<file path="src/rtl/aclk_defs_pkg.sv">
// aclk_defs: shared definitions for the alarm clock datapath.
//   - alarm_state_t : sequencer state encoding (IDLE=0, ARMED=1, RINGING=2, SNOOZE=3)
//   - DIGIT_W       : BCD digit width
//   - *_DEF         : default SNOOZE_MIN / MAX_SNOOZE / RING_SECS values
package aclk_defs;

    localparam int DIGIT_W        = 4;
    localparam int SNOOZE_MIN_DEF = 5;
    localparam int MAX_SNOOZE_DEF = 3;
    localparam int RING_SECS_DEF  = 60;

    typedef enum logic [1:0] {
        ST_IDLE    = 2'd0,
        ST_ARMED   = 2'd1,
        ST_RINGING = 2'd2,
        ST_SNOOZE  = 2'd3
    } alarm_state_t;

endpackage

</file>
<file path="src/rtl/aclk_edge_det.sv">
// aclk_edge_det: rising-edge detector for a synchronous level input.
// Ports:
//   clock  - system clock
//   reset  - asynchronous, active-low reset (history register loads RST_VAL)
//   level  - synchronous level input
//   press  - one-cycle pulse on a 0->1 transition of level
// Resetting the history to 1 means a button already held at reset
// release does not produce a press.
module aclk_edge_det #(
    parameter logic RST_VAL = 1'b1
) (
    input  logic clock,
    input  logic reset,
    input  logic level,
    output logic press
);

    logic level_q;

    always_ff @(posedge clock or negedge reset) begin
        if (!reset) level_q <= RST_VAL;
        else        level_q <= level;
    end

    assign press = level & ~level_q;

endmodule

</file>
<file path="src/rtl/alarm_sequencer.sv">
// alarm_sequencer: compares current and alarm time, sequences
// ARMED/RINGING/SNOOZE with ring timeout and drives the alarm sound line.
// Ports:
//   clock, reset (async active-low)
//   alarm_enable            - alarm armed while high
//   snooze_button, stop_button - synchronous levels, edge-detected here
//   one_second, one_minute  - single-cycle timing pulses
//   current_time_*, alarm_time_* - BCD HH:MM digits
//   alarm_sound   - sound drive
//   alarm_state   - current state (IDLE=0, ARMED=1, RINGING=2, SNOOZE=3)
//   snooze_count  - snoozes used in the current alarm event
//   alarm_missed  - sticky, set on ring timeout
// Build option: define ALARM_BEEP_PATTERN_EN for a 1 s on / 1 s off beep
// while ringing; otherwise alarm_sound is a steady level in RINGING.
module alarm_sequencer
    import aclk_defs::*;
#(
    parameter int SNOOZE_MIN = SNOOZE_MIN_DEF,
    parameter int MAX_SNOOZE = MAX_SNOOZE_DEF,
    parameter int RING_SECS  = RING_SECS_DEF
) (
    input  logic               clock,
    input  logic               reset,
    input  logic               alarm_enable,
    input  logic               snooze_button,
    input  logic               stop_button,
    input  logic               one_second,
    input  logic               one_minute,
    input  logic [DIGIT_W-1:0] current_time_ms_hr,
    input  logic [DIGIT_W-1:0] current_time_ls_hr,
    input  logic [DIGIT_W-1:0] current_time_ms_min,
    input  logic [DIGIT_W-1:0] current_time_ls_min,
    input  logic [DIGIT_W-1:0] alarm_time_ms_hr,
    input  logic [DIGIT_W-1:0] alarm_time_ls_hr,
    input  logic [DIGIT_W-1:0] alarm_time_ms_min,
    input  logic [DIGIT_W-1:0] alarm_time_ls_min,
    output logic               alarm_sound,
    output logic [1:0]         alarm_state,
    output logic [2:0]         snooze_count,
    output logic               alarm_missed
);

    localparam logic [7:0] RING_LAST   = 8'(RING_SECS - 1);
    localparam logic [3:0] SNOOZE_LAST = 4'(SNOOZE_MIN - 1);
    localparam logic [2:0] SNOOZE_MAX  = 3'(MAX_SNOOZE);

    alarm_state_t state, state_nxt;
    logic [7:0]   ring_cnt, ring_nxt;
    logic [3:0]   min_cnt, min_nxt;
    logic [2:0]   sc_nxt;
    logic         missed_nxt;
    logic         match, match_q, match_rise;
    logic         snooze_press, stop_press;

    aclk_edge_det #(.RST_VAL(1'b1)) u_snooze_edge (
        .clock (clock),
        .reset (reset),
        .level (snooze_button),
        .press (snooze_press)
    );

    aclk_edge_det #(.RST_VAL(1'b1)) u_stop_edge (
        .clock (clock),
        .reset (reset),
        .level (stop_button),
        .press (stop_press)
    );

    assign match = (current_time_ms_hr  == alarm_time_ms_hr)  &&
                   (current_time_ls_hr  == alarm_time_ls_hr)  &&
                   (current_time_ms_min == alarm_time_ms_min) &&
                   (current_time_ls_min == alarm_time_ls_min);

    assign match_rise = match & ~match_q;

    always_ff @(posedge clock or negedge reset) begin
        if (!reset) begin
            state        <= ST_IDLE;
            ring_cnt     <= '0;
            min_cnt      <= '0;
            snooze_count <= '0;
            alarm_missed <= 1'b0;
            match_q      <= 1'b1;   // a match present at reset release never fires
        end else begin
            state        <= state_nxt;
            ring_cnt     <= ring_nxt;
            min_cnt      <= min_nxt;
            snooze_count <= sc_nxt;
            alarm_missed <= missed_nxt;
            match_q      <= match;
        end
    end

    // Priority: enable low > stop > snooze > timeout > match edge.
    // Timing pulses coinciding with a transition are not counted.
    always_comb begin
        state_nxt  = state;
        ring_nxt   = ring_cnt;
        min_nxt    = min_cnt;
        sc_nxt     = snooze_count;
        missed_nxt = alarm_missed;
        if (!alarm_enable) begin
            state_nxt = ST_IDLE;
            ring_nxt  = '0;
            min_nxt   = '0;
            sc_nxt    = '0;
        end else begin
            case (state)
                ST_IDLE: state_nxt = ST_ARMED;
                ST_ARMED: begin
                    if (match_rise) begin
                        state_nxt = ST_RINGING;
                        ring_nxt  = '0;
                        sc_nxt    = '0;
                    end
                end
                ST_RINGING: begin
                    if (stop_press || (snooze_press && snooze_count >= SNOOZE_MAX)) begin
                        state_nxt  = ST_ARMED;
                        sc_nxt     = '0;
                        missed_nxt = 1'b0;
                        ring_nxt   = '0;
                    end else if (snooze_press) begin
                        state_nxt = ST_SNOOZE;
                        sc_nxt    = snooze_count + 3'd1;
                        min_nxt   = '0;
                        ring_nxt  = '0;
                    end else if (one_second) begin
                        if (ring_cnt == RING_LAST) begin
                            state_nxt  = ST_ARMED;
                            missed_nxt = 1'b1;
                            sc_nxt     = '0;
                            ring_nxt   = '0;
                        end else begin
                            ring_nxt = ring_cnt + 8'd1;
                        end
                    end
                end
                ST_SNOOZE: begin
                    if (stop_press) begin
                        state_nxt = ST_ARMED;
                        sc_nxt    = '0;
                        min_nxt   = '0;
                    end else if (one_minute) begin
                        if (min_cnt == SNOOZE_LAST) begin
                            state_nxt = ST_RINGING;
                            ring_nxt  = '0;
                            min_nxt   = '0;
                        end else begin
                            min_nxt = min_cnt + 4'd1;
                        end
                    end
                end
                default: state_nxt = ST_IDLE;
            endcase
        end
    end

    assign alarm_state = state;

`ifdef ALARM_BEEP_PATTERN_EN
    logic beep_q, beep_nxt;

    // High on entry to RINGING, toggles on each one_second while ringing.
    always_comb begin
        beep_nxt = 1'b0;
        if (state_nxt == ST_RINGING) begin
            if (state != ST_RINGING) beep_nxt = 1'b1;
            else if (one_second)     beep_nxt = ~beep_q;
            else                     beep_nxt = beep_q;
        end
    end

    always_ff @(posedge clock or negedge reset) begin
        if (!reset) beep_q <= 1'b0;
        else        beep_q <= beep_nxt;
    end

    assign alarm_sound = beep_q;
`else
    assign alarm_sound = (state == ST_RINGING);
`endif

endmodule
</file>
<file path="config.mk">
export PLATFORM = sky130hd
export DESIGN_NAME = alarm_sequencer
export DESIGN_NICKNAME = d
export VERILOG_FILES = /design/src/rtl/aclk_defs_pkg.sv /design/src/rtl/aclk_edge_det.sv /design/src/rtl/alarm_sequencer.sv
export SDC_FILE = /design/constraint.sdc
export NUM_CORES = 1
export LEC_CHECK = 0
export CAP_MARGIN = 20
export CORE_UTILIZATION = 52
export CTS_BUF_LIST = sky130_fd_sc_hd__clkbuf_8
export DETAILED_ROUTE_END_ITERATION = 16
export GPL_TIMING_DRIVEN = 0
export HOLD_SLACK_MARGIN = 0.05
export PLACE_DENSITY = 0.92
export REMOVE_ABC_BUFFERS = 1
export SYNTH_ARGS = -nofsm -noshare
export SYNTH_HDL_FRONTEND = slang
export SYNTH_SLANG_ARGS = --single-unit
export TNS_END_PERCENT = 50
</file>
<file path="constraint.sdc">
create_clock -name clock -period 4.4 [get_ports clock]
set_input_delay 1.1 -clock clock [delete_from_list [all_inputs] [get_ports clock]]
set_output_delay 1.1 -clock clock [all_outputs]
set_load 0.05 [all_outputs]
</file>
==> metrics.log, run 1 <==
INFO  metric fin_nets = 254
INFO  metric dp.cells = 236
INFO  metric route.vias.total = 1,440
INFO  metric power_leakage = 0.843 nW
INFO  metric synth.yosys.warnings = 0
INFO  metric mappedNetlistArea = 1540 sq um
INFO  metric run_status = complete, no violations
INFO  metric final.hold.worst_slack = 500 ps
INFO  metric fin_skew = 8.48 ps
INFO  metric setup_slack = 1470 ps
INFO  metric clock_sink_count = 21
INFO  metric clkSlewWorstSetupHoldPaths = 80 ps
INFO  metric rows = 19
INFO  metric timing.critical_path.required = 3300 ps
INFO  metric achievable-frequency = 341 MHz
INFO  metric max_cap_violations = 0
INFO  metric finish.cell_count_without_fillers = 240
INFO  metric power-per-cell-area = 344 nW/um^2
INFO  metric placed_cell_area = 2000 sq um
INFO  metric layout.cell_area.non_filler = 2040 sq um
INFO  metric largest_net_degree_at_the_start_of_global_routing = 22
INFO  metric die_width = 56.4 um
INFO  metric grt.busiest_layer = met2
INFO  metric hold_start = min_cnt[3]
INFO  metric hold_path_depth = 1
INFO  metric cts.repair_timing.setup_buffer_count = 0
INFO  metric cp-end-kind = output port
INFO  metric global_route_wire_length_before_repair = 6.33 mm
INFO  metric ordered_list_of_cells_on_the_worst_path = nor2b_1, clkdlybuf4s50_1
INFO  metric coreArea = 2780 sq um
INFO  metric grt_pass1_vias = 1,478
INFO  metric setup_viol = 0
INFO  metric post_route_cells_drive_above_1_share = 8.13%
INFO  metric crit_path_top_delay_cell = clkdlybuf4s50_1
INFO  metric regToRegEndpoint = min_cnt[2]
INFO  metric gp_congestion = 0.876
INFO  metric min-delay-path-class = flop to flop
INFO  metric critical_path.max_stage_delay = 820 ps
INFO  metric grtUsageMet3 = 4.61%
INFO  metric r2r_start = snooze_count[0]
INFO  metric worstHoldEndpoint = min_cnt[3]
INFO  metric syn_avg_cell_area = 9.33 sq um
INFO  metric netlist_instances = 165
INFO  metric final_util = 73.4%
INFO  metric initial_antenna_violation_count = 0
INFO  metric critical_path.max_fanout = 11
INFO  metric htree_num_levels = 1
INFO  metric report.final.hold_viol_count = 0
INFO  metric fin_crit_share = 66.6%
INFO  metric first_iter_violations = 44
INFO  metric die_height = 56.4 um
INFO  metric r2r.worst_path.cells = 7
INFO  metric r2r_slack = 2200 ps
INFO  metric io_pins = 46
INFO  metric n_fill_cell = 200
INFO  metric timing.final.max_slew_violations = 0
INFO  metric rsz_0062_raised_after_global_routing = no
INFO  metric placement.io_buffers = 45
INFO  metric crit_arrival = 1830 ps
INFO  metric cts_buffers = 3
INFO  metric hpwlAfterDp = 2.92 mm
INFO  metric vdd_ir_drop_max = 0.345 mV
INFO  metric die_area = 3180 sq um
INFO  metric fin_crit = 2930 ps
INFO  metric drt_pre_antenna_iters = 4
INFO  metric ys_async_sr_fraction = 100%
INFO  metric gr-usage-met2 = 47.4%
INFO  metric ys_seq_area_share = 34.4%
INFO  metric cts_tree = yes
INFO  metric final.setup.tns = 0 ps
INFO  metric grt_util_all_layers = 24.9%
INFO  metric finalWirelength = 3.69 mm
INFO  metric netlist-cell-type-count = 49
INFO  metric design_power_total = 0.703 mW
INFO  metric preCtsSetupSlack = 1330 ps
INFO  metric worst_slew_margin_rel = 37.0%
INFO  metric critPathKind = flop to output port
INFO  metric max-clock-path-buffers = 2
INFO  metric timing_worst_slew_pin_value = 942 ps
INFO  metric grt_overflow = 0
INFO  metric cts_root_buf = clkbuf_8
INFO  metric areaGrowthSynthToFinish = 32.6%
INFO  metric vias_per_cell = 6.00
INFO  metric synth_edf_count = 0
INFO  metric n_antenna_cell = 0
INFO  metric cts-hold-fix-buffers = 0
INFO  metric routedWlPerCell = 15.4 um
INFO  metric initial_cell_density_of_the_core = 55.4%
INFO  metric synth_flop_cell = dfrtp_1
INFO  metric post-route-drc-count = 0
INFO  metric setup.worst_path.start_class = flop
INFO  metric grt_use_met1 = 27.9%
INFO  metric yosys_register_bits = 21
INFO  metric worstSkewPairLatency = 270 ps
INFO  metric post_cts_resize_count = 0
INFO  metric antenna_violating_nets_post_route = 0
[kinds of logic after synthesis]
| family | count (synthesis) | synth area share [%] |
|---|---|---|
| and+or+nand+nor | 63 | 24.8 |
| AOI/OAI and AO/OA | 46 | 23.3 |
| DFF | 21 | 34.4 |
| xor gates and xnor gates | 16 | 9.10 |
| buffers and inverters | 14 | 4.39 |
| adders and majority gates | 5 | 4.06 |
[Yosys cell counts (2+ instances only)]
master	number	area share, %
a21oi_1	4	1.3
a31oi_1	2	0.81
a32o_1	5	3.2
and2_1	5	2.0
and2b_1	2	0.97
and3_1	2	0.81
buf_2	2	0.65
buf_4	3	1.5
dfrtp_1	18	29
dfstp_2	3	5.1
ha_1	5	4.1
inv_1	8	1.9
nand2_1	8	1.9
nand2b_1	2	0.81
nand3_1	9	2.9
nand4_1	3	1.2
nor2_1	5	1.2
nor2b_1	7	2.8
nor3_1	3	0.97
nor4_1	4	1.6
nor4_2	2	1.6
o211ai_1	2	0.97
o21ai_0	13	4.2
o221ai_1	5	2.8
o31ai_1	3	1.5
or3_1	2	0.81
xor2_1	16	9.1
[cell type report]
cell class | count | area (sq um) | area share, %
Multi-Input combinational cell | 130 | 943 | 46.2
Inverter | 9 | 35.0 | 1.72
Clock inverter | 1 | 3.75 | 0.184
Sequential cell | 21 | 529 | 25.9
Clock buffer | 3 | 41.3 | 2.02
Tap cell | 31 | 38.8 | 1.90
Timing Repair Buffer | 45 | 450 | 22.1
[cells in the final DEF (no fill, tap or decap), drive strengths merged, types with 5 or more instances in the layout]
master and n:
clkdlybuf4s50 45, dfrtp 18, xor2 16, o21ai 14, nand3 10, inv 9
nand2 8, nor2b 7, nor2 6, nor4 6, and2 5, o221ai 5
a32o 5, ha 5
[worst max-delay path, delay by kind of cell (launching register included)]
kind | cells | cell delay [ps]
buffers and inverters | 1 | 820
DFF | 1 | 530
and+or+nand+nor | 1 | 210
[per-layer routing]
layer | wire, um | up-vias | share of wire [%]
met5 | 0 | - | 0
met4 | 25 | 0 | 0.68
met3 | 115 | 4 | 3.1
met2 | 1980 | 31 | 54
met1 | 1570 | 690 | 42
li1 | - | 715 | -
[how the worst max path moves through the flow]
stage / from / endpoint / cells past startpoint
final: alarm_state[1] / alarm_sound / 2
after CTS: alarm_state[1] / alarm_sound / 2
after detailed placement: alarm_time_ms_hr[0] / alarm_state[0] / 6
after global placement: stop_button / ring_cnt[6] / 6
after global routing: alarm_state[1] / alarm_sound / 2
after floorplan: alarm_state[1] / alarm_sound / 1
[registers in the layout, indices dropped and copies added, names as in the netlist]
signal                 cells
alarm_missed               1
alarm_state                2
match_q                    1
min_cnt                    4
ring_cnt                   8
snooze_count               3
u_snooze_edge.level_q      1
u_stop_edge.level_q        1
[where the power goes]
part | switching [mW] | internal [mW]
Clock | 0.0656 | 0.0623
Sequential | 0.0310 | 0.208
Combinational | 0.192 | 0.143
(Power assumes the default switching activity.)
==> run 2: changes to the inputs <==
--- a/config.mk
+++ b/config.mk
@@ -6,12 +6,12 @@
 export NUM_CORES = 1
 export LEC_CHECK = 0
 export CAP_MARGIN = 20
-export CORE_UTILIZATION = 52
+export CORE_UTILIZATION = 44
 export CTS_BUF_LIST = sky130_fd_sc_hd__clkbuf_8
 export DETAILED_ROUTE_END_ITERATION = 16
 export GPL_TIMING_DRIVEN = 0
 export HOLD_SLACK_MARGIN = 0.05
-export PLACE_DENSITY = 0.92
+export PLACE_DENSITY = 0.83
 export REMOVE_ABC_BUFFERS = 1
 export SYNTH_ARGS = -nofsm -noshare
 export SYNTH_HDL_FRONTEND = slang
==> constraint.sdc (replaced) <==
create_clock -name clock -period 2.3 [get_ports clock]
set_input_delay 0.575 -clock clock [delete_from_list [all_inputs] [get_ports clock]]
set_output_delay 0.575 -clock clock [all_outputs]
set_load 0.05 [all_outputs]
==> metrics.log, run 2 (synthesis gave the netlist of run 1 again) <==
INFO  metric largest_net_degree_at_the_start_of_global_routing = 22 (unchanged)
INFO  metric rows = 21 (+2)
INFO  metric clkSlewWorstSetupHoldPaths = 80 ps (about the same)
INFO  metric clock_sink_count = 21 (unchanged)
INFO  metric cts_tree = yes
INFO  metric grt_util_all_layers = 22.2% (-2.7 points)
INFO  metric critical_path.max_fanout = 9 (-2)
INFO  metric routedWlPerCell = 14.1 um (-8.3%)
INFO  metric grt_pass1_vias = 1,396 (-5.5%)
INFO  metric initial_cell_density_of_the_core = 46.2% (-9.2 points)
INFO  metric critical_path.n_buffers_inverters = 1 (unchanged)
INFO  metric timing_worst_slew_pin_value = 948 ps (+6.13 ps)
INFO  metric timing.final.max_slew_violations = 0 (unchanged)
INFO  metric cp-end-kind = flop
INFO  metric fin_skew = 9.83 ps (+1.35 ps)
INFO  metric crit_path_top_delay_cell = clkdlybuf4s50_1
INFO  metric n_fill_cell = 291 (+46%)
INFO  metric initial_antenna_violation_count = 0 (unchanged)
INFO  metric drt_pre_antenna_iters = 4 (unchanged)
INFO  metric intPower = 0.797 mW (+93%)
INFO  metric ordered_list_of_cells_on_the_worst_path = clkdlybuf4s50_1, and2_1, nand3_1, a21oi_1, nor3_1, a211o_1
INFO  metric cell_family_with_the_largest_share_of_critical_path_delay = buffers and inverters
INFO  metric largest_register = ring_cnt
INFO  metric p_comb_share = 47.8% (about the same)
INFO  metric final.hold.worst_slack = 495 ps (-5.45 ps)
INFO  metric global_route_wire_length_before_repair = 6.13 mm (-3.3%)
INFO  metric coreArea = 3340 sq um (+20%)
INFO  metric report.final.hold_viol_count = 0 (unchanged)
INFO  metric reg.largest.list = ring_cnt x8, min_cnt x4, snooze_count x3
INFO  metric power-per-cell-area = 645 nW/um^2 (+87%)
INFO  metric fin_nets = 255 (+0.39%)
INFO  metric placement.io_buffers = 45 (unchanged)
INFO  metric pwr-share-clk = 18.3% (about the same)
INFO  metric max_cap_violations = 0 (unchanged)
INFO  metric crit_arrival = 2320 ps (+490 ps)
INFO  metric cts_buffers = 3 (unchanged)
INFO  metric min-delay-path-class = flop to flop
INFO  metric vdd_ir_drop_max = 0.468 mV (+36%)
INFO  metric finalWirelength = 3.61 mm (-2.1%)
INFO  metric die_height = 61.2 um (+8.4%)
INFO  metric fin_crit_share = 94.6%
INFO  metric rsz_0062_raised_after_global_routing = no
INFO  metric io_pins = 46 (unchanged)
INFO  metric cts_root_buf = clkbuf_8
INFO  metric htree_num_levels = 1 (unchanged)
INFO  metric placed_cell_area = 2020 sq um (+0.94%)
INFO  metric power.share.sequential = 33.9% (about the same)
INFO  metric timing.critical_path.required = 2440 ps (-860 ps)
INFO  metric areaGrowthSynthToFinish = 35.8%
INFO  metric dp.cells = 251 (+6.4%)
INFO  metric grt_overflow = 0 (unchanged)
INFO  metric switchingPower = 0.553 mW (+91%)
INFO  metric route.vias.total = 1,410 (-2.1%)
INFO  metric post_route_cells_drive_above_1_share = 10.5% (+2.3 points)
INFO  metric first_iter_violations = 71 (+61%)
INFO  metric n_antenna_cell = 0 (unchanged)
INFO  metric gp_congestion = 0.803 (-8.3%)
INFO  metric setup.worst_path.start_class = input pin
INFO  metric largest_register_ff_count = 8 (unchanged)
INFO  metric power_leakage = 0.877 nW (+4.0%)
INFO  metric layout_common_cells = clkdlybuf4s50_1, dfrtp_1, xor2_1
INFO  metric vias_per_cell = 5.51 (-8.2%)
INFO  metric finish.cell_count_without_fillers = 256 (+6.7%)
INFO  metric design_power_total = 1.35 mW (+92%)
INFO  metric hpwlAfterDp = 2.82 mm (-3.4%)
INFO  metric worst_slew_margin_rel = 36.6% (-0.41 points)
INFO  metric setup_viol = 0 (unchanged)
INFO  metric die_area = 3740 sq um (+18%)
INFO  metric netSwitchingFraction = 40.9% (-0.14 points)
INFO  metric worstSkewPairLatency = 270 ps (about the same)
INFO  metric critical_path.max_stage_delay = 640 ps (-180 ps)
INFO  metric post-route-drc-count = 0 (unchanged)
INFO  metric critPathKind = input pin to flop
INFO  metric layout.cells.most_common = clkdlybuf4s50_1
INFO  metric fin_crit = 2180 ps
INFO  metric run_status = complete, no violations
INFO  metric layout.cell_area.non_filler = 2090 sq um (+2.5%)
INFO  metric die_width = 61.2 um (+8.4%)
INFO  metric antenna_violating_nets_post_route = 0 (unchanged)
INFO  metric achievable-frequency = 460 MHz
INFO  metric max-clock-path-buffers = 2 (unchanged)
==> run 2: stage by stage <==
stage               TNS [ps]  setup slack (ps)  utilization (%)
floorplan                  0              32.5                -
global placement       -2070              -213             60.4
detailed placement     -2450              -246             60.4
CTS                        0              39.2             61.8
global route               0              15.2             62.7
finish                     0               125             62.7
==> run 2: worst reg2reg max path, delay by kind of cell (launching register included) <==
| family | cells | cell delay [ps] |
|---|---|---|
| compound gates | 3 | 880 |
| fa+ha+maj | 1 | 180 |
| buf+inv | 1 | 130 |
| flops | 1 | 410 |
| simple gates | 2 | 360 |
==> run 2: worst paths after layout <==
check | startpoint | end | slack [ps] | cells past startpoint
hold reg to reg | min_cnt[3] | min_cnt[3] | 490 | 1
hold / removal | min_cnt[3] | min_cnt[3] | 490 | 1
min in group asynchronous | reset | snooze_count[1] | 830 | 1
setup / recovery | alarm_enable | alarm_state[0] | 120 | 6
max in group asynchronous | reset | ring_cnt[6] | 880 | 1
setup reg to reg | min_cnt[0] | ring_cnt[5] | 290 | 7
==> run 2: per-layer routing <==
metal / global-route usage (%) / share of wire (%)
met1: 26.5 / 44
met2: 39.3 / 51
met3: 4.83 / 4.1
met4: 7.47 / 0.39
met5: 0 / 0
==> run 2: final cells by class <==
type	count	area (sq um)	share of cell area, %
clock buffer	3	41.3	1.97
clock inverter	1	5.00	0.239
inverter	9	35.0	1.67
multi-input combinational	130	962	46.0
sequential	21	529	25.3
tap	46	57.6	2.75
timing repair buffer	46	462	22.1
==> run 2: power groups by stage <==
stage | Combinational, mW | Sequential [mW] | Clock [mW]
after global routing | 0.706 | 0.465 | 0.269
after CTS | 0.632 | 0.457 | 0.258
after detailed placement | 0.637 | 0.464 | 0
after floorplan | 0.365 | 0.517 | 0
after global placement | 0.626 | 0.459 | 0
final | 0.645 | 0.457 | 0.247
==> run 2: repair_timing <==
item	4_1_cts	5_1_grt
hold buffers	0	0
endpoints found under the setup margin	1	11
buffers inserted	0	1
gates resized for setup	1	7
pin swaps	0	1
